File: config.mk
export PLATFORM = sky130hd
export DESIGN_NAME = fetch_stage
export DESIGN_NICKNAME = d
export VERILOG_FILES = /design/src/rtl/cpu_pkg.sv /design/src/rtl/fetch_queue.sv /design/src/rtl/fetch_stage.sv
export SDC_FILE = /design/constraint.sdc
export NUM_CORES = 1
export LEC_CHECK = 0
export ABC_AREA = 1
export BUFFER_PORTS_ARGS = -buffer_cell sky130_fd_sc_hd__buf_4
export CAP_MARGIN = 10
export CORE_MARGIN = 3
export CORE_UTILIZATION = 60
export CTS_BUF_LIST = sky130_fd_sc_hd__clkbuf_2
export DETAILED_ROUTE_END_ITERATION = 7
export PLACE_DENSITY = 0.8
export SYNTH_ARGS = -nofsm -noshare
export SYNTH_HDL_FRONTEND = slang
export SYNTH_SLANG_ARGS = --single-unit
File: constraint.sdc
create_clock -name clk -period 4.2 [get_ports clk]
set_input_delay 0.63 -clock clk [delete_from_list [all_inputs] [get_ports clk]]
set_output_delay 0.63 -clock clk [all_outputs]
set_load 0.05 [all_outputs]
File: src/rtl/cpu_pkg.sv
// Shared definitions for the CPU front end: fetch FSM states, word size and
// the default reset fetch address.
package cpu_pkg;

  typedef enum logic [0:0] {
    RUN     = 1'b0,
    DISCARD = 1'b1
  } fetch_state_t;

  localparam int          INSTR_BYTES      = 4;
  localparam int          QUEUE_DEPTH      = 2;
  localparam logic [63:0] DEFAULT_RESET_PC = 64'h0;

  // Sequential word address; wraps modulo 2^64.
  function automatic logic [63:0] next_word(input logic [63:0] pc);
    return pc + 64'(INSTR_BYTES);
  endfunction

endpackage

File: src/rtl/fetch_queue.sv
// Two-entry instruction FIFO carrying {pc, instr}; flush empties it at once,
// and a push into a full queue is accepted only when a pop frees a slot.
module fetch_queue
  import cpu_pkg::*;
#(
  parameter int INSTR_W = 32
) (
  input  logic               clk,
  input  logic               reset,
  input  logic               push,
  input  logic [63:0]        push_pc,
  input  logic [INSTR_W-1:0] push_instr,
  input  logic               pop,
  input  logic               flush,
  output logic [1:0]         count,
  output logic               head_valid,
  output logic [63:0]        head_pc,
  output logic [INSTR_W-1:0] head_instr
);

  logic [63:0]        pc_q    [QUEUE_DEPTH];
  logic [63:0]        pc_d    [QUEUE_DEPTH];
  logic [INSTR_W-1:0] instr_q [QUEUE_DEPTH];
  logic [INSTR_W-1:0] instr_d [QUEUE_DEPTH];
  logic               rd_ptr_q, rd_ptr_d;
  logic               wr_ptr_q, wr_ptr_d;
  logic [1:0]         count_q, count_d;
  logic               do_pop, do_push;

  always_comb begin
    pc_d     = pc_q;
    instr_d  = instr_q;
    rd_ptr_d = rd_ptr_q;
    wr_ptr_d = wr_ptr_q;
    count_d  = count_q;
    do_pop   = pop && (count_q != 2'd0);
    do_push  = push && ((count_q != 2'(QUEUE_DEPTH)) || do_pop);
    if (flush) begin
      rd_ptr_d = 1'b0;
      wr_ptr_d = 1'b0;
      count_d  = 2'd0;
    end else begin
      if (do_push) begin
        pc_d[wr_ptr_q]    = push_pc;
        instr_d[wr_ptr_q] = push_instr;
        wr_ptr_d          = ~wr_ptr_q;
      end
      if (do_pop) begin
        rd_ptr_d = ~rd_ptr_q;
      end
      count_d = count_q + {1'b0, do_push} - {1'b0, do_pop};
    end
  end

  always_ff @(posedge clk or negedge reset) begin
    if (!reset) begin
      for (int i = 0; i < QUEUE_DEPTH; i++) begin
        pc_q[i]    <= '0;
        instr_q[i] <= '0;
      end
      rd_ptr_q <= 1'b0;
      wr_ptr_q <= 1'b0;
      count_q  <= 2'd0;
    end else begin
      pc_q     <= pc_d;
      instr_q  <= instr_d;
      rd_ptr_q <= rd_ptr_d;
      wr_ptr_q <= wr_ptr_d;
      count_q  <= count_d;
    end
  end

  assign count      = count_q;
  assign head_valid = (count_q != 2'd0);
  assign head_pc    = pc_q[rd_ptr_q];
  assign head_instr = instr_q[rd_ptr_q];

endmodule

File: src/rtl/fetch_stage.sv
// Instruction fetch: PC, single-outstanding imem request channel, redirect
// handling with stale-response discard, and a 2-entry queue feeding IF/ID.
module fetch_stage
  import cpu_pkg::*;
#(
  parameter logic [63:0] RESET_PC = DEFAULT_RESET_PC,
  parameter int          INSTR_W  = 32
) (
  input  logic               clk,
  input  logic               reset,
  input  logic               stall_id,
  input  logic               redirect_valid,
  input  logic [63:0]        redirect_pc,
  output logic               imem_req_valid,
  input  logic               imem_req_ready,
  output logic [63:0]        imem_req_addr,
  input  logic               imem_rsp_valid,
  input  logic [INSTR_W-1:0] imem_rsp_data,
  output logic               valid_if,
  output logic [INSTR_W-1:0] instr_if,
  output logic [63:0]        pc_if,
  output logic [63:0]        BLT_if
);

  fetch_state_t state_q, state_d;
  logic [63:0]  fetch_pc_q, fetch_pc_d;
  logic [63:0]  req_pc_q, req_pc_d;
  logic         outstanding_q, outstanding_d;
  logic [63:0]  last_pc_q, last_pc_d;
  logic [63:0]  last_blt_q, last_blt_d;

  logic               q_push, q_pop, q_flush;
  logic [1:0]         q_count;
  logic               q_head_valid;
  logic [63:0]        q_head_pc;
  logic [INSTR_W-1:0] q_head_instr;
  logic               req_accept;

  fetch_queue #(.INSTR_W(INSTR_W)) u_queue (
    .clk        (clk),
    .reset      (reset),
    .push       (q_push),
    .push_pc    (req_pc_q),
    .push_instr (imem_rsp_data),
    .pop        (q_pop),
    .flush      (q_flush),
    .count      (q_count),
    .head_valid (q_head_valid),
    .head_pc    (q_head_pc),
    .head_instr (q_head_instr)
  );

  // A redirect withdraws any request this cycle so nothing old is accepted.
  assign imem_req_valid = reset && (state_q == RUN) && !outstanding_q && !redirect_valid
                          && (({1'b0, q_count} + {2'b0, outstanding_q}) < 3'd2);
  assign imem_req_addr  = fetch_pc_q;
  assign req_accept     = imem_req_valid && imem_req_ready;

  always_comb begin
    state_d       = state_q;
    fetch_pc_d    = fetch_pc_q;
    req_pc_d      = req_pc_q;
    outstanding_d = outstanding_q;
    q_push        = 1'b0;
    q_flush       = redirect_valid;
    q_pop         = q_head_valid && !stall_id && !redirect_valid;

    if (redirect_valid) begin
      fetch_pc_d = redirect_pc;
      if (outstanding_q && !imem_rsp_valid) begin
        state_d = DISCARD;
      end else begin
        // Any response landing now belongs to the old path and is dropped.
        outstanding_d = 1'b0;
        state_d       = RUN;
      end
    end else begin
      unique case (state_q)
        RUN: begin
          if (imem_rsp_valid && outstanding_q) begin
            q_push        = 1'b1;
            outstanding_d = 1'b0;
          end
          if (req_accept) begin
            outstanding_d = 1'b1;
            req_pc_d      = fetch_pc_q;
            fetch_pc_d    = next_word(fetch_pc_q);
          end
        end
        DISCARD: begin
          if (imem_rsp_valid) begin
            outstanding_d = 1'b0;
            state_d       = RUN;
          end
        end
        default: state_d = RUN;
      endcase
    end

    last_pc_d  = q_head_valid ? q_head_pc : last_pc_q;
    last_blt_d = q_head_valid ? next_word(q_head_pc) : last_blt_q;
  end

  always_ff @(posedge clk or negedge reset) begin
    if (!reset) begin
      state_q       <= RUN;
      fetch_pc_q    <= RESET_PC;
      req_pc_q      <= '0;
      outstanding_q <= 1'b0;
      last_pc_q     <= '0;
      last_blt_q    <= '0;
    end else begin
      state_q       <= state_d;
      fetch_pc_q    <= fetch_pc_d;
      req_pc_q      <= req_pc_d;
      outstanding_q <= outstanding_d;
      last_pc_q     <= last_pc_d;
      last_blt_q    <= last_blt_d;
    end
  end

  assign valid_if = q_head_valid;
  assign instr_if = q_head_valid ? q_head_instr : '0;
  assign pc_if    = q_head_valid ? q_head_pc : last_pc_q;
  assign BLT_if   = q_head_valid ? next_word(q_head_pc) : last_blt_q;

endmodule
# Word level (Yosys, flattened, before mapping)
# Cells that the tools add are included.
[word_totals]
reg_bits = 454
input_bits = 102
out_inout_bits = 226
elab_cells = 94
[classes]
n_addsub = 5
order_cmp = 4
n_eq_ne = 5
mux = 36
bitwise = 6
n_reduce_logical = 25
[op_table]
columns = ["operator", "n"]
rows = [
  ["64-bit two-way mux", 9],
  ["32-bit two-way mux", 5],
  ["64-bit by 3-bit adder with 64-bit output, second input constant", 2],
  ["128-bit bitwise mux", 1],
  ["64-bit bitwise mux", 1],
  ["64-bit demux with 1-bit select", 1],
  ["32-bit demux with 1-bit select", 1],
  ["1-bit two-way mux", 16],
  ["1-bit logical AND", 12],
  ["2-bit nonzero test", 4],
  ["2-bit != test, second input constant", 3],
  ["3-bit AND reduction", 2],
  ["2-bit >= comparator, second input constant", 2],
  ["1-bit logical NOT", 4],
  ["4-bit by 3-bit != test with 1-bit output, second input constant", 1],
  ["1-bit NOT", 4],
  ["1-bit NOT with 2-bit output", 2],
  ["2-bit AND reduction", 2],
  ["2-bit by 1-bit adder with 3-bit output", 1],
  ["3-bit by 2-bit < comparator with 1-bit output, second input constant", 1],
  ["3-bit != test, second input constant", 1],
  ["2-bit by 1-bit adder with 2-bit output", 1],
  ["2-bit by 1-bit < comparator with 1-bit output, second input constant", 1],
  ["2-bit two-way mux", 1],
  ["other kinds (3)", 3],
]

# Logic depth before layout (Yosys ltp)
# Gate-level depths: netlist (run 1).
[depth]
word_depth = 9
ltp_mapped = 14

# Hierarchy
# From an unflattened synthesis (run 1), not the netlist that was laid out.
[hier_totals]
cells_unflattened = 3146
hier_area_um2 = 23358.7
[by_module_without_submodules]
columns = ["module", "instances", "cells_each", "area_per_inst_um2", "seq_area_each_um2"]
rows = [
  ["fetch_stage", 1, 1950, 14128.6, 6456.2],
  ["fetch_queue", 1, 1196, 9230.1, 4904.7],
]

# Worst setup path before layout (run 1)
# OpenSTA, ideal clock, no wires.
[synth_path]
kind = "reg-to-output"
start = "register u_queue.rd_ptr_q"
end = "output port BLT_if[4]"
arrival_time_ps = 2222
required_time_ps = 3570
path_slack_ps = 1348
path_stages_with_launch = 9
cell_sequence = "dfrtp_1 > inv_2 > buf_4 > nand2_1 > nand2_1 > ha_1 > nand2_1 > nand2_1 > o21ai_0"
[synth_between]
elab_chain_len = 6
[synth_lines]
columns = ["element", "line_no", "text"]
rows = [
  ["from (decl)", "fetch_queue.sv:25", "logic rd_ptr_q, rd_ptr_d;"],
  ["from (signal assigned)", "fetch_queue.sv:67", "rd_ptr_q <= rd_ptr_d;"],
  ["1-bit NOT with 2-bit output (not written as such)", "fetch_queue.sv:75", "assign head_pc = pc_q[rd_ptr_q];"],
  ["64-bit two-way mux (not written as such) (3 in a row)", "fetch_queue.sv:75", ""],
  ["64-bit by 3-bit adder with 64-bit output", "cpu_pkg.sv:16", "return pc + 64'(INSTR_BYTES);"],
  ["64-bit two-way mux", "fetch_stage.sv:125", "assign BLT_if = q_head_valid ? next_word(q_head_pc) : last_blt_q;"],
  ["to (decl)", "fetch_stage.sv:22", "output logic [63:0] BLT_if"],
]
# No other way between the ends. The select of a mux whose other input is x is not followed.

# Worst setup path after layout (run 1)
[layout_path]
start = "register u_queue.rd_ptr_q"
end = "output port BLT_if[20]"
# The elaborated chain is that of the path after synthesis.

==> results.cfg, run 1 <==
[outcome]
result_of_the_run = complete, but fails checks
failed_checks = DRC

[yosys]
synth_async_sr_flop_share_pct = 100
sequential_share_of_the_synthesized_area_pct = 49.3
netlist_instances = 3220
dominantRegCellSynth = sky130_fd_sc_hd__dfrtp_1
yosys_warnings = 0
edff_count_synth = 0
synth_seq_cells = 454
yosysUniqueCellTypes = 38
synthesized_area_per_cell_sq_um = 7.16
syn_area_sq_um = 23100
synth.net_count = 3326

[setup_path]
criticalPathCategory = reg -> out
cp-startpoint = u_queue.rd_ptr_q
cp_max_fo = 11
timing.critical_path.arrival_ns = 3.54
worst_setup_path_start_kind = flip-flop
critPathCaptureType = primary output
timing.critical_path.required_ns = 3.57
r2r-start = u_queue.count[1]

[hold_path]
timing.hold.worst.start = imem_req_ready
worstHoldPathType = in -> reg

[global_route]
global_route.overflow_total = 0
grt_start_max_net_pins = 219
antenna_found_initial = 1
grt_pass1_vias = 23800
wire_length_of_the_first_global_routing_pass_um = 128000
grt_use_total_pct = 39.3

[timing]
final-max-slew-violation-count = 0
fin_crit_ns = 4.17
finalClockSkew_ns = 0.0757
fmax_mhz = 240
ratio_of_final_minimum_period_to_clock_period_pct = 99.2
worst_pin_slew_ns = 1.05
setup_viol = 0
max-slew-margin-rel_pct = 29.8
rsz0062_at_grt = yes
hold_viol = 0
final.hold.worst_slack_ns = 0.244

[floorplan]
row_count = 71
core_area_sq_um = 37800
initial_utilization_pct = 61.1
die-area_sq_um = 40800
design.portCount = 328
die_height_um = 202
chipWidth_um = 202

[clock_tree]
cts_tree = yes
clock-root-buffer = sky130_fd_sc_hd__clkbuf_2
clockBufferDepth = 3
numCtsBuffers = 111
clock_latency_ns = 1.13
clk_transition_reported_paths_ns = 0.10
numClockSinks = 454
ctsHtreeMaxLevel = 3

[place]
routabilityCongestion = 0.972
numPortBuffers = 327
dpl.hpwl_um = 54400

[detailed_routing]
dr.first_iter.drc_count = 3471
wl_um = 86000
via_count = 25300
vias_per_cell = 5.89
drt-pass1-iter-count = 8
detail_route.drc_violations = 1
detail_route_antenna_nets = 0
routedWlPerCell_um = 20.0

[cells_and_area]
fin_nets = 3809
sequential_cell_area_sq_um = 11400
drive_above_1_share_pct = 23.9
multiInputGateArea_sq_um = 11400
area_delta_synth_final_pct = 31.8
num-fill-cells = 2383

[power_and_ir_drop]
design_power_total_uw = 17300
vdd_ir_drop_max_v = 0.000374
powerDensity_nw_per_um2 = 571
p_leak_uw = 0.0145

[run]
maxCapViolations = 0
[metrics by stage]
step                setup TNS (ns)  setup WS, ns  cell area (sq um)  std cells  utilization, %
detailed placement               0         0.562              25800       3936            68.5
global placement                 0         0.555              25800       3936            68.5
floorplan                        0          1.35              23100       3220               -
CTS                         -0.112       -0.0281              28900       4267            76.5
finish                           0        0.0339              30400       4303            80.5
global route                 -2.55        -0.118              30400       4302            80.5
[routing by layer]
layer  share of wire [%]  GRT usage [%]
met1                  39           55.9
met2                  45           59.4
met3                  12           9.36
met4                 4.6           14.4
met5                   0              0
[area by class of cell]
type,instances,share of cell area (%)
well taps,511,2.10
clock inverters,44,0.766
inverters,349,4.37
diodes,2,0.0165
repair buffers,508,15.1
repair inverters,3,0.111
flip-flops and latches,454,37.4
multi-input cells,2276,37.6
clock buffers,156,2.57
[worst max-delay path: stages, from the launching register on]
cell and delay [ns]:
sky130_fd_sc_hd__dfrtp_4 0.43, sky130_fd_sc_hd__buf_4 0.16, sky130_fd_sc_hd__buf_16 0.15, sky130_fd_sc_hd__nand2_1 0.12, sky130_fd_sc_hd__nand2_4 0.14, sky130_fd_sc_hd__ha_4 0.17
sky130_fd_sc_hd__nand2_2 0.09, sky130_fd_sc_hd__nor2_4 0.18, sky130_fd_sc_hd__nand3_4 0.15, sky130_fd_sc_hd__nor2_4 0.26, sky130_fd_sc_hd__nand3_1 0.10, sky130_fd_sc_hd__o211ai_1 0.20
sky130_fd_sc_hd__buf_4 0.26
[cells in the mapped netlist (3+ instances only)]
| cell type | count | area share [%] |
|---|---|---|
| sky130_fd_sc_hd__nand2_1 | 1091 | 18 |
| sky130_fd_sc_hd__dfrtp_1 | 454 | 49 |
| sky130_fd_sc_hd__nor2_1 | 435 | 7.1 |
| sky130_fd_sc_hd__inv_1 | 344 | 5.6 |
| sky130_fd_sc_hd__o21ai_0 | 321 | 7.0 |
| sky130_fd_sc_hd__nand3_1 | 200 | 4.3 |
| sky130_fd_sc_hd__clkbuf_1 | 97 | 1.6 |
| sky130_fd_sc_hd__a21oi_1 | 65 | 1.4 |
| sky130_fd_sc_hd__nand4_1 | 34 | 0.92 |
| sky130_fd_sc_hd__nor3_1 | 31 | 0.67 |
| sky130_fd_sc_hd__o211ai_1 | 27 | 0.88 |
| sky130_fd_sc_hd__buf_2 | 26 | 0.56 |
| sky130_fd_sc_hd__nand3b_1 | 15 | 0.49 |
| sky130_fd_sc_hd__buf_1 | 12 | 0.20 |
| sky130_fd_sc_hd__xor2_1 | 12 | 0.46 |
| sky130_fd_sc_hd__a31oi_1 | 6 | 0.16 |
| sky130_fd_sc_hd__buf_4 | 5 | 0.16 |
| sky130_fd_sc_hd__nor2_2 | 5 | 0.14 |
| sky130_fd_sc_hd__ha_1 | 4 | 0.22 |
| sky130_fd_sc_hd__o2111ai_1 | 4 | 0.15 |
| sky130_fd_sc_hd__o21ai_1 | 4 | 0.087 |
| sky130_fd_sc_hd__o221ai_1 | 4 | 0.15 |
| sky130_fd_sc_hd__inv_2 | 3 | 0.049 |
[cells in the final DEF, fill, tap and decap left out, types with 10 or more instances in the layout]
master / count
sky130_fd_sc_hd__nand2_4: 22
sky130_fd_sc_hd__clkbuf_2: 156
sky130_fd_sc_hd__nor2_2: 50
sky130_fd_sc_hd__nand2_2: 108
sky130_fd_sc_hd__o21ai_1: 10
sky130_fd_sc_hd__o21ai_2: 11
sky130_fd_sc_hd__nand2_1: 961
sky130_fd_sc_hd__nor3_1: 31
sky130_fd_sc_hd__inv_1: 338
sky130_fd_sc_hd__nand4_1: 34
sky130_fd_sc_hd__a21oi_1: 65
sky130_fd_sc_hd__nand3_2: 34
sky130_fd_sc_hd__buf_4: 337
sky130_fd_sc_hd__xor2_1: 12
sky130_fd_sc_hd__o211ai_1: 27
sky130_fd_sc_hd__clkinv_1: 34
sky130_fd_sc_hd__nor2_4: 83
sky130_fd_sc_hd__nand3b_1: 15
sky130_fd_sc_hd__dfrtp_1: 453
sky130_fd_sc_hd__o21ai_0: 291
sky130_fd_sc_hd__o21ai_4: 15
sky130_fd_sc_hd__buf_6: 33
sky130_fd_sc_hd__dlygate4sd3_1: 114
sky130_fd_sc_hd__nand3_1: 161
sky130_fd_sc_hd__nor2_1: 307
[cell families after synthesis]
group | synth area share (%)
flops | 49.3
fa+ha+maj | 0.217
xor+xnor | 0.532
buf+inv | 8.23
simple gates | 31.7
compound gates | 10.1
[final timing paths]
kind | end | slack [ns] | cells after the start
max | BLT_if[20] | 0.03 | 12
min | req_pc_q[27] | 0.24 | 3
max reg2reg | imem_req_addr[25] | 1.04 | 8
min reg2reg | last_pc_q[7] | 0.49 | 2
max in group asynchronous | u_queue.instr_q[63] | 1.56 | 5
min in group asynchronous | u_queue.pc_q[38] | 0.59 | 3
[power by group]
group          internal, uW  switching [uW]  total, uW
registers              5570             709       6280
clock network          1090            1950       3040
logic                  2310            5720       8030
total                  8970            8370      17300
[registers in the layout, indices dropped and copies added, names as in the netlist]
| signal | flops |
|---|---|
| last_pc_q | 64 |
| u_queue.rd_ptr_q | 1 |
| req_pc_q | 64 |
| u_queue.pc_q | 128 |
| state_q | 1 |
| last_blt_q | 64 |
| u_queue.wr_ptr_q | 1 |
| imem_req_addr | 64 |
| u_queue.instr_q | 64 |
| outstanding_q | 1 |
| u_queue.count | 2 |
[repair_timing]
| action | 4_1_cts | 5_1_grt |
|---|---|---|
| gates resized for setup | 190 | 339 |
| hold endpoints to repair | 430 | 0 |
| hold buffers | 114 | 0 |
| setup buffers | 10 | 28 |
| endpoints found under the setup margin | 55 | 51 |
| gates cloned | 7 | 6 |
| pin swaps | 14 | 78 |
No activity file was read; power rests on OpenSTA's default activity.
==> inputs of run 2 (changes only) <==
Settings changed: ABC_AREA 1 to not set, PLACE_DENSITY 0.8 to 0.81, SETUP_SLACK_MARGIN set to 0.15.
==> run 2 against run 1 <==
The flow finishes with violations (setup timing); sequential share of layout area increased by 3.1 points; design area shrank 7.7%; critical path type unchanged; worst hold slack got worse by 0.15 ns; final cell count decreased by 28%; combinational power rose by 0.7%; power rose by 1.4%; largest power group unchanged; flip-flop and latch count unchanged; global-route usage decreased by 5.2 points; register-to-register slack improved by 0.28 ns; largest cell class is now sequential cells; critical path depth down 2.
==> results.cfg, run 2 <==
[outcome]
result_of_the_run = complete, but fails checks
failed_checks = setup timing

[yosys]
main_combinational_cell_family_by_area_after_synthesis = simple AND/OR/NAND/NOR gates
synth_area_leaders = sky130_fd_sc_hd__dfrtp_1 (53%), sky130_fd_sc_hd__mux2_2 (11%), sky130_fd_sc_hd__nand2_1 (5.3%)
post_synth_mux_area_share_pct = 14.8
syn_area_sq_um = 21300
dominantRegCellSynth = sky130_fd_sc_hd__dfrtp_1
synth_async_sr_flop_share_pct = 100
synth_most_common_cell = sky130_fd_sc_hd__dfrtp_1
synthXorXnorAreaFrac_pct = 2.51
sequential_share_of_the_synthesized_area_pct = 53.3
netlist_instances = 2040
synth_compound_area_share_pct = 9.28
synthesized_area_per_cell_sq_um = 10.4
synth_top_cells_by_count = sky130_fd_sc_hd__dfrtp_1 (454), sky130_fd_sc_hd__nand2_1 (303), sky130_fd_sc_hd__mux2_2 (202), sky130_fd_sc_hd__nor2_1 (196), sky130_fd_sc_hd__a21oi_1 (131)
simple_gate_area_share_of_the_yosys_netlist_pct = 17.2
synthDominantAreaCellType = sky130_fd_sc_hd__dfrtp_1
yosysUniqueCellTypes = 61
synth-adder-area-share_pct = 0.235
synth.net_count = 2146
synth_largest_type_area_fraction_pct = 53.3
edff_count_synth = 0
synth_seq_cells = 454
yosys_warnings = 0

[floorplan]
die-area_sq_um = 37800
chipWidth_um = 194
initial_utilization_pct = 61.3
die_height_um = 194
design.portCount = 328
core_area_sq_um = 34800
row_count = 68

[global_route]
grt_start_max_net_pins = 100
antenna_found_initial = 1
global_route.overflow_total = 0
grt_pass1_vias = 18900
grt_use_total_pct = 34.1
wire_length_of_the_first_global_routing_pass_um = 104000

[timing]
ratio_of_final_minimum_period_to_clock_period_pct = 107
hold_viol = 0
rsz0062_at_grt = yes
setup_total_negative_slack_ns = -4.16
worst_pin_slew_ns = 0.907
setup_slack_ns = -0.281
max-slew-margin-rel_pct = 39.5
fin_crit_ns = 4.48
final-max-slew-violation-count = 0
final.hold.worst_slack_ns = 0.0937
setup_viol = 35
fmax_mhz = 223
finalClockSkew_ns = 0.0897

[place]
numPortBuffers = 327
dpl.hpwl_um = 43900
routabilityCongestion = 0.899

[setup_path]
worst_setup_path_start_kind = flip-flop
slowest_delay_ns = 0.57
path_buf_inv = 4
critPathCaptureType = primary output
timing.critical_path.arrival_ns = 3.85
timing.critical_path.required_ns = 3.57
critical-path-slowest-cell = sky130_fd_sc_hd__dfrtp_4
path_cells = buf_6 > buf_4 > nand3b_1 > a22oi_1 > nand2_2 > nor4_4 > buf_4 > a21oi_2 > o31ai_4 > buf_6
path_delay_family = simple AND/OR/NAND/NOR gates
criticalPathCategory = reg -> out
cp_max_fo = 10
regToRegSetupSlack_ns = 1.32

[cells_and_area]
largest_register_ffs = 128
num-fill-cells = 2076
fin_nets = 2691
drive_above_1_share_pct = 36.3
largest-register = u_queue.pc_q
layout_commonest_cell = sky130_fd_sc_hd__dfrtp_1
mostFrequentLayoutCells = sky130_fd_sc_hd__dfrtp_1 (453), sky130_fd_sc_hd__buf_4 (376), sky130_fd_sc_hd__nand2_1 (296)
area_delta_synth_final_pct = 31.5

[clock_tree]
clk_transition_reported_paths_ns = 0.11
numCtsBuffers = 110
numClockSinks = 454
ctsHtreeMaxLevel = 3
cts_tree = yes
clock-root-buffer = sky130_fd_sc_hd__clkbuf_2
clockBufferDepth = 3
clock_latency_ns = 1.04

[detailed_routing]
routedWlPerCell_um = 22.2
via_count = 19400
detail_route_antenna_nets = 0
drt-pass1-iter-count = 7
wl_um = 68800
dr.first_iter.drc_count = 1780
detail_route.drc_violations = 0
vias_per_cell = 6.25

[power_and_ir_drop]
powerDensity_nw_per_um2 = 628
p_leak_uw = 0.0131
vdd_ir_drop_max_v = 0.000857

[hold_path]
worstHoldPathType = in -> async

[run]
maxCapViolations = 0
==> run 2: final cells by class <==
type | instances | area, sq um | share of cell area [%]
Multi-Input combinational cell | 1451 | 10300 | 36.8
Antenna cell | 1 | 2.50 | 0.00893
Clock buffer | 157 | 786 | 2.80
Sequential cell | 454 | 11400 | 40.5
Timing Repair Buffer | 550 | 4820 | 17.2
Tap cell | 455 | 569 | 2.03
Clock inverter | 16 | 105 | 0.375
Inverter | 18 | 72.6 | 0.259
==> run 2: metrics by stage <==
stage | setup slack, ns | total power (uW) | util, % | instance area, sq um | instances
after floorplan | 0.171 | 11500 | - | 21400 | 2040
after global placement | 0.427 | 13800 | 70.0 | 24300 | 2744
after detailed placement | 0.352 | 14000 | 70.0 | 24300 | 2744
after CTS | -0.164 | 17100 | 78.0 | 27100 | 3055
after global routing | -0.400 | 18400 | 80.6 | 28000 | 3102
final | -0.281 | 17600 | 80.6 | 28000 | 3102
==> run 2: worst reg2reg max path, stage by stage, from the launching register on <==
cell and delay, ns:
sky130_fd_sc_hd__dfrtp_1 0.55, sky130_fd_sc_hd__and4_1 0.36, sky130_fd_sc_hd__nand4_1 0.28, sky130_fd_sc_hd__nor3_2 0.70
sky130_fd_sc_hd__nand3_1 0.39, sky130_fd_sc_hd__o211ai_1 0.27, sky130_fd_sc_hd__o311ai_0 0.18
==> run 2: power breakdown <==
| part | leakage (uW) | internal (uW) | switching, uW |
|---|---|---|---|
| Sequential | 0.00577 | 5690 | 1050 |
| Combinational | 0.00662 | 2720 | 5370 |
| Clock | 0.000700 | 1050 | 1720 |
| Total | 0.0131 | 9450 | 8140 |
==> run 2: worst paths after layout <==
path | startpoint | endpoint | cells past startpoint
setup / recovery | u_queue.rd_ptr_q | BLT_if[56] | 10
hold / removal | reset | last_blt_q[61] | 2
setup reg to reg | imem_req_addr[10] | imem_req_addr[40] | 6
hold reg to reg | last_blt_q[55] | last_blt_q[55] | 2
max in group asynchronous | reset | u_queue.rd_ptr_q | 4
min in group clk | redirect_valid | u_queue.wr_ptr_q | 4
==> run 2: cell families after synthesis <==
kind of cell / count (synthesis)
fa+ha+maj: 4
flops: 454
buf+inv: 136
simple gates: 779
xor+xnor: 61
mux: 290
compound gates: 316
==> run 2: metal layers <==
metal | vias to the layer above | share of wire, % | global-route usage (%) | wire length [um]
li1 | 8423 | - | - | -
met1 | 9485 | 42 | 50.8 | 28700
met2 | 1264 | 45 | 50.7 | 30900
met3 | 227 | 9.9 | 7.40 | 6800
met4 | 0 | 3.6 | 10.4 | 2460
met5 | - | 0 | 0 | 0
==> run 2: repair_timing <==
| action | in CTS | in global routing |
|---|---|---|
| endpoints found under the setup margin | 59 | 52 |
| gates resized for setup | 128 | 89 |
| pin swaps | 54 | 50 |
| gates cloned | 1 | 5 |
| endpoints found under the hold margin | 178 | 0 |
| buffers inserted | 38 | 41 |
| hold buffers | 99 | 0 |
